**config.mk**
```make
export PLATFORM = sky130hd
export DESIGN_NAME = pc_call_stack
export DESIGN_NICKNAME = d
export VERILOG_FILES = /design/src/rtl/pc_pkg.sv /design/src/rtl/pc_return_stack.sv /design/src/rtl/pc_call_stack.sv
export SDC_FILE = /design/constraint.sdc
export NUM_CORES = 1
export LEC_CHECK = 0
export BUFFER_PORTS_ARGS = -buffer_cell sky130_fd_sc_hd__buf_2
export CAP_MARGIN = 30
export CORE_ASPECT_RATIO = 2
export CORE_MARGIN = 3
export CORE_UTILIZATION = 49
export DETAILED_ROUTE_END_ITERATION = 8
export PLACE_DENSITY = 0.75
export SLEW_MARGIN = 15
export SYNTH_ARGS = -nofsm -noshare
export SYNTH_HDL_FRONTEND = slang
export SYNTH_SLANG_ARGS = --single-unit
export TNS_END_PERCENT = 50
```
**constraint.sdc**
```tcl
create_clock -name clk -period 1.9 [get_ports clk]
set_input_delay 0.38 -clock clk [delete_from_list [all_inputs] [get_ports clk]]
set_output_delay 0.38 -clock clk [all_outputs]
set_load 0.1 [all_outputs]
```
**src/rtl/pc_pkg.sv**
```systemverilog
// pc_pkg: shared definitions for the pc_call_stack slice.
//   - CMD_* : encoded command selected each cycle after priority resolution
//             (clr > ret > call > lp > br > cp).
//   - sp_width(depth) : stack-pointer width able to hold 0..depth.
//   - pc_inc(x, last_addr) : sequential successor with wrap to 0.
package pc_pkg;

  localparam logic [2:0] CMD_NONE = 3'd0;
  localparam logic [2:0] CMD_CP   = 3'd1;
  localparam logic [2:0] CMD_BR   = 3'd2;
  localparam logic [2:0] CMD_LP   = 3'd3;
  localparam logic [2:0] CMD_CALL = 3'd4;
  localparam logic [2:0] CMD_RET  = 3'd5;
  localparam logic [2:0] CMD_CLR  = 3'd6;

  function automatic int sp_width(input int depth);
    return $clog2(depth + 1);
  endfunction

  // The >= (not ==) makes a loaded address beyond the wrap point fall back
  // to 0 on the next increment instead of running on to 2^WIDTH-1.
  function automatic logic [31:0] pc_inc(input logic [31:0] x,
                                         input logic [31:0] last_addr);
    return (x >= last_addr) ? 32'd0 : x + 32'd1;
  endfunction

endpackage

```
**src/rtl/pc_return_stack.sv**
```systemverilog
// pc_return_stack: synchronous LIFO of DEPTH x WIDTH return addresses.
// Ports:
//   clk, rst_n      : clock, async active-low reset (pointer only)
//   clr             : synchronous pointer clear
//   push, pop, din  : push din / pop top (caller never asserts both)
//   top             : entry at sp-1 (zero while empty)
//   empty, full     : sp == 0 / sp == DEPTH, decoded from the pointer flop
module pc_return_stack
  import pc_pkg::*;
#(
  parameter int WIDTH = 4,
  parameter int DEPTH = 4
) (
  input  logic             clk,
  input  logic             rst_n,
  input  logic             clr,
  input  logic             push,
  input  logic             pop,
  input  logic [WIDTH-1:0] din,
  output logic [WIDTH-1:0] top,
  output logic             empty,
  output logic             full
);

  localparam int SPW  = sp_width(DEPTH);
  localparam int IDXW = (DEPTH > 1) ? $clog2(DEPTH) : 1;

  logic [SPW-1:0]   sp_q, sp_d;
  logic [WIDTH-1:0] mem_q [DEPTH];
  logic [IDXW-1:0]  wr_idx, rd_idx;

  assign empty  = (sp_q == '0);
  assign full   = (sp_q == SPW'(DEPTH));
  assign wr_idx = IDXW'(sp_q);
  assign rd_idx = IDXW'(sp_q - SPW'(1));
  assign top    = empty ? '0 : mem_q[rd_idx];

  always_comb begin
    sp_d = sp_q;
    if (clr)       sp_d = '0;
    else if (push) sp_d = sp_q + SPW'(1);
    else if (pop)  sp_d = sp_q - SPW'(1);
  end

  always_ff @(posedge clk or negedge rst_n) begin
    if (!rst_n) sp_q <= '0;
    else        sp_q <= sp_d;
  end

  // Contents are never reset; only entries below sp are ever read.
  always_ff @(posedge clk) begin
    if (push) mem_q[wr_idx] <= din;
  end

endmodule

```
**src/rtl/pc_call_stack.sv**
```systemverilog
// pc_call_stack: WIDTH-bit program counter with programmable wrap point,
// absolute load, signed relative branch and a bounded call/return stack.
// Ports:
//   clk, rst_n            : clock, async active-low reset
//   clr,ret,call,lp,br,cp : commands, level-sampled at each rising edge;
//                           only the highest-priority asserted one acts
//   ep                    : output-enable request, registered into pc_oe
//   err_clr               : clears sticky ovf_err / unf_err (set wins)
//   load_val, offset      : lp/call target, two's-complement branch offset
//   pc, bus_out, pc_oe    : current address, gated bus copy, registered enable
//   stack_empty/full      : stack pointer at 0 / at STACK_DEPTH
//   ovf_err, unf_err      : call-while-full / ret-while-empty sticky flags
// There is no valid/ready handshake: every command is accepted on the edge
// where it is sampled and its effect is visible right after that edge.
module pc_call_stack
  import pc_pkg::*;
#(
  parameter int WIDTH       = 4,
  parameter int LAST_ADDR   = 9,
  parameter int STACK_DEPTH = 4
) (
  input  logic             clk,
  input  logic             rst_n,
  input  logic             clr,
  input  logic             cp,
  input  logic             lp,
  input  logic             br,
  input  logic             call,
  input  logic             ret,
  input  logic             ep,
  input  logic             err_clr,
  input  logic [WIDTH-1:0] load_val,
  input  logic [WIDTH-1:0] offset,
  output logic [WIDTH-1:0] pc,
  output logic [WIDTH-1:0] bus_out,
  output logic             pc_oe,
  output logic             stack_empty,
  output logic             stack_full,
  output logic             ovf_err,
  output logic             unf_err
);

  logic [WIDTH-1:0] pc_q, pc_d;
  logic             pc_oe_q, pc_oe_d;
  logic             ovf_q, ovf_d;
  logic             unf_q, unf_d;

  logic [2:0]       cmd_sel;
  logic [WIDTH-1:0] pc_next_seq;
  logic             push, pop, ovf_set, unf_set, stk_clr;
  logic [WIDTH-1:0] stk_top;
  logic             stk_empty, stk_full;

  assign pc_next_seq = WIDTH'(pc_inc(32'(pc_q), 32'(LAST_ADDR)));

  always_comb begin
    cmd_sel = CMD_NONE;
    if (clr)       cmd_sel = CMD_CLR;
    else if (ret)  cmd_sel = CMD_RET;
    else if (call) cmd_sel = CMD_CALL;
    else if (lp)   cmd_sel = CMD_LP;
    else if (br)   cmd_sel = CMD_BR;
    else if (cp)   cmd_sel = CMD_CP;
  end

  always_comb begin
    pc_d    = pc_q;
    push    = 1'b0;
    pop     = 1'b0;
    ovf_set = 1'b0;
    unf_set = 1'b0;
    case (cmd_sel)
      CMD_CLR:  pc_d = '0;
      CMD_RET: begin
        if (stk_empty) unf_set = 1'b1;
        else begin
          pc_d = stk_top;
          pop  = 1'b1;
        end
      end
      CMD_CALL: begin
        if (stk_full) ovf_set = 1'b1;
        else begin
          pc_d = load_val;
          push = 1'b1;
        end
      end
      CMD_LP:   pc_d = load_val;
      CMD_BR:   pc_d = pc_q + offset;  // natural mod 2^WIDTH, no LAST_ADDR wrap
      CMD_CP:   pc_d = pc_next_seq;
      default:  ;
    endcase
  end

  assign stk_clr = (cmd_sel == CMD_CLR);

  always_comb begin
    ovf_d   = (ovf_q & ~err_clr) | ovf_set;
    unf_d   = (unf_q & ~err_clr) | unf_set;
    pc_oe_d = ep;
  end

  always_ff @(posedge clk or negedge rst_n) begin
    if (!rst_n) begin
      pc_q    <= '0;
      pc_oe_q <= 1'b0;
      ovf_q   <= 1'b0;
      unf_q   <= 1'b0;
    end else begin
      pc_q    <= pc_d;
      pc_oe_q <= pc_oe_d;
      ovf_q   <= ovf_d;
      unf_q   <= unf_d;
    end
  end

  // The return address pushed is inc(pc), the instruction after the call.
  pc_return_stack #(
    .WIDTH (WIDTH),
    .DEPTH (STACK_DEPTH)
  ) u_stack (
    .clk   (clk),
    .rst_n (rst_n),
    .clr   (stk_clr),
    .push  (push),
    .pop   (pop),
    .din   (pc_next_seq),
    .top   (stk_top),
    .empty (stk_empty),
    .full  (stk_full)
  );

  assign pc          = pc_q;
  assign pc_oe       = pc_oe_q;
  assign bus_out     = pc_oe_q ? pc_q : '0;
  assign stack_empty = stk_empty;
  assign stack_full  = stk_full;
  assign ovf_err     = ovf_q;
  assign unf_err     = unf_q;

endmodule

```
==> out/results.txt <==
run status -> completed
Tmin final -> 1853 ps
GP Congestion -> 0.8597
hpwl dp -> 2.968 mm
Tot GR Track Use -> 21.55%
relative slew slack -> 67.60%
number of iterations in the first detailed-routing pass -> 4
CTS tree -> done
most instantiated cells after synthesis -> edfxtp_1 (16), ha_1 (12), and2_1 (10), dfrtp_1 (10), inv_1 (10)
Crit. End Element -> flop
Peak VDD IR -> 0.7548 mV
initial antenna violation count -> 0
IO buf count -> 30
Wirelength per Cell -> 18.89 um
Worst-Margin Slew -> 489.3 ps
share of layout cells above drive strength 1 -> 43.27%
ranking of synthesized cells by area -> edfxtp_1 (31%), dfrtp_1 (16%), ha_1 (9.7%), mux4_2 (4.4%), and2_1 (4.1%)
worst path bufs/invs -> 1
#FFs+latches synth -> 26
simple-gate share of the synthesized area -> 14.67%
largest family of logic cells by synthesized area -> simple AND/OR/NAND/NOR gates
kind of critical path -> reg -> reg
root buf cell -> clkbuf_8
Adder-Cell Fraction of Synth Area -> 11.02%
Final Skew -> 5.164 ps
Mapped Cells -> 128
final net count -> 203
highest routed layer -> met4
crit path max fanout -> 2
storage element area -> 739.5 um^2
wl on met1 -> 1.299 mm
count of cell types in the netlist -> 45
Pwr Density -> 1272 mW/mm^2
clock buffer depth -> 2
DP Worst Slack -> -53.06 ps
Max Clock Freq -> 539.7 MHz
final wirelength -> 3.797 mm
Die X -> 45.69 um
Vias -> 1,203
H-tree Lvls -> 1
Area Overhead vs Synth -> 30.63%
Post-synth EDFFs -> 16
most numerous cell in the Yosys netlist -> edfxtp_1
post-synthesis mux area share -> 7.861%
cell family with the largest share of critical-path delay -> compound AO/OA/AOI/OAI gates
fin crit share -> 97.52%
max-slew violation count -> 0
grt ovf -> 0
initial core utilization -> 51.85%
CP peak stage delay -> 430 ps
Seq/Total Area, Yosys -> 47.33%
DRC violations left -> 0
max_cap viols -> 0
Final setup viols -> 0
Compound-Gate Fraction of Synth Area -> 14.34%
area of the multi-input gates -> 844.6 um^2
Die Area -> 0.003901 mm^2
met2 routed WL -> 2.230 mm
ANT cells -> 0
Synth top area share -> 31.12%
Synth Warn # -> 0
via density per instance -> 5.985
Core Region -> 0.002978 mm^2
Worst setup SP type -> flop
Placed Cells -> 195
Top FF cell, synth -> edfxtp_1
Synth Net Count -> 159
Final Instance Count excl. Fillers -> 201
largest net degree at the start of global routing -> 16
Post-DRT Antenna Nets -> 0
First DRT Iteration DRCs -> 19
CP Cell Sequence -> ha_4 > inv_1 > fa_1 > xnor2_1 > a311oi_1 > nor4_1 > a221o_1
FFs w/ async S/R, synth -> 38.46%
Fin Setup TNS -> 0 ps
XOR/XNOR Fraction of Synth Area -> 1.135%
Avg Cell Area, Syn -> 12.06 um^2
Static Leak -> 0.8432 nW
IO Pins -> 31
clock sink count -> 26
fill count -> 213
area leader, netlist -> edfxtp_1
insertion delay to the later sink of the worst-skew pair -> 270 ps
vias in the first global route -> 1,306
first-pass GRT wire length -> 5.961 mm
met3 WL post-DR -> 152 um
required time of the critical path -> 2060 ps
hold crit path type -> in -> reg
CP arrival -> 2010 ps
CP max stage cell -> dfrtp_4
final hold slack -> 213.8 ps
CTS clk-pin slew, worst paths -> 90 ps
synthesized cell area -> 0.001544 mm^2
Hold Vio Cnt, Final -> 0
Finished Core Util -> 67.73%
CTS Buf Count -> 3
Die H -> 85.39 um
std cell rows -> 28
Final Worst Setup Slack -> 47.04 ps
==> layout make-up <==
class | count | share of cell area (%)
clock buffers | 3 | 2.047
well taps | 30 | 1.861
clock inverters | 1 | 1.489
flip-flops and latches | 26 | 36.66
repair buffers | 43 | 14.08
multi-input cells | 88 | 41.87
inverters | 10 | 1.985
==> per-stage QoR <==
stage | instance area (um^2) | power, mW
2_1_floorplan | 1644 | 1.758
3_3_place_gp | 1919 | 2.061
3_5_place_dp | 1919 | 2.102
4_1_cts | 2001 | 2.565
5_1_grt | 2017 | 2.691
6_report | 2017 | 2.566
==> worst paths after layout <==
path	endpoint	slack, ps	from	cells after the start
min	pc_oe	210	ep	1
min reg2reg	unf_err	520	unf_err	1
max	pc[2]	50	pc[0]	7
max reg2reg	pc[2]	50	pc[0]	7
max in group asynchronous	pc[1]	1140	rst_n	2
min in group asynchronous	u_stack.sp_q[2]	510	rst_n	2
==> worst register-to-register path, delay by kind of cell, from the launching register on <==
| kind | cells | cell delay, ps |
|---|---|---|
| AO/OA/AOI/OAI | 2 | 530 |
| XOR/XNOR | 1 | 140 |
| adder cells (fa/ha/maj) | 2 | 500 |
| buffers and inverters | 1 | 50 |
| flip-flops | 1 | 430 |
| AND/OR/NAND/NOR | 1 | 80 |
==> cells in the final DEF (no fill, tap or decap), drive strengths merged, types with 2 or more instances in the layout <==
master,netlist,layout
dfrtp,10,10
a311oi,2,2
mux2i,2,2
buf,3,42
o21ai,4,4
nand3,3,3
mux2,3,3
clkbuf,1,3
a21oi,6,6
ha,12,12
nor2b,4,4
mux4,3,3
a211oi,2,2
inv,10,10
nand2b,3,3
a22oi,2,2
nor2,5,5
o21a,2,2
nand3b,2,2
edfxtp,16,16
and2,10,10
==> metal layers <==
metal,up-vias,global-route usage (%)
met4,0,9.067
met2,37,41.66
met3,10,3.822
li1,565,-
met1,591,19.86
met5,-,0
==> registers in the layout, summed over array words and instances (netlist names) <==
register       count
ovf_err            1
u_stack.mem_q     16
pc_oe              1
pc                 4
unf_err            1
u_stack.sp_q       3
==> kinds of logic (layout without fill, tap and decap cells) <==
kind of cell    after synthesis  in the layout
xor+xnor                      2              2
compound gates               29             29
fa+ha+maj                    13             13
flops                        26             26
buf+inv                      14             57
mux                           8              8
simple gates                 36             36
==> power breakdown <==
group          internal, mW  leakage, nW  switching, mW
Clock                 0.282       0.0357          0.178
Combinational         0.487        0.535          0.861
Sequential            0.702        0.272         0.0555
Total                  1.47        0.843           1.09
==> repair_timing <==
item | CTS | global route
buffers inserted | 0 | 1
hold buffers | 1 | 0
endpoints found under the hold margin | 10 | 0
gates resized for setup | 0 | 5
setup endpoints to repair | 0 | 14
Note: power is estimated with default switching activity, not from simulation.
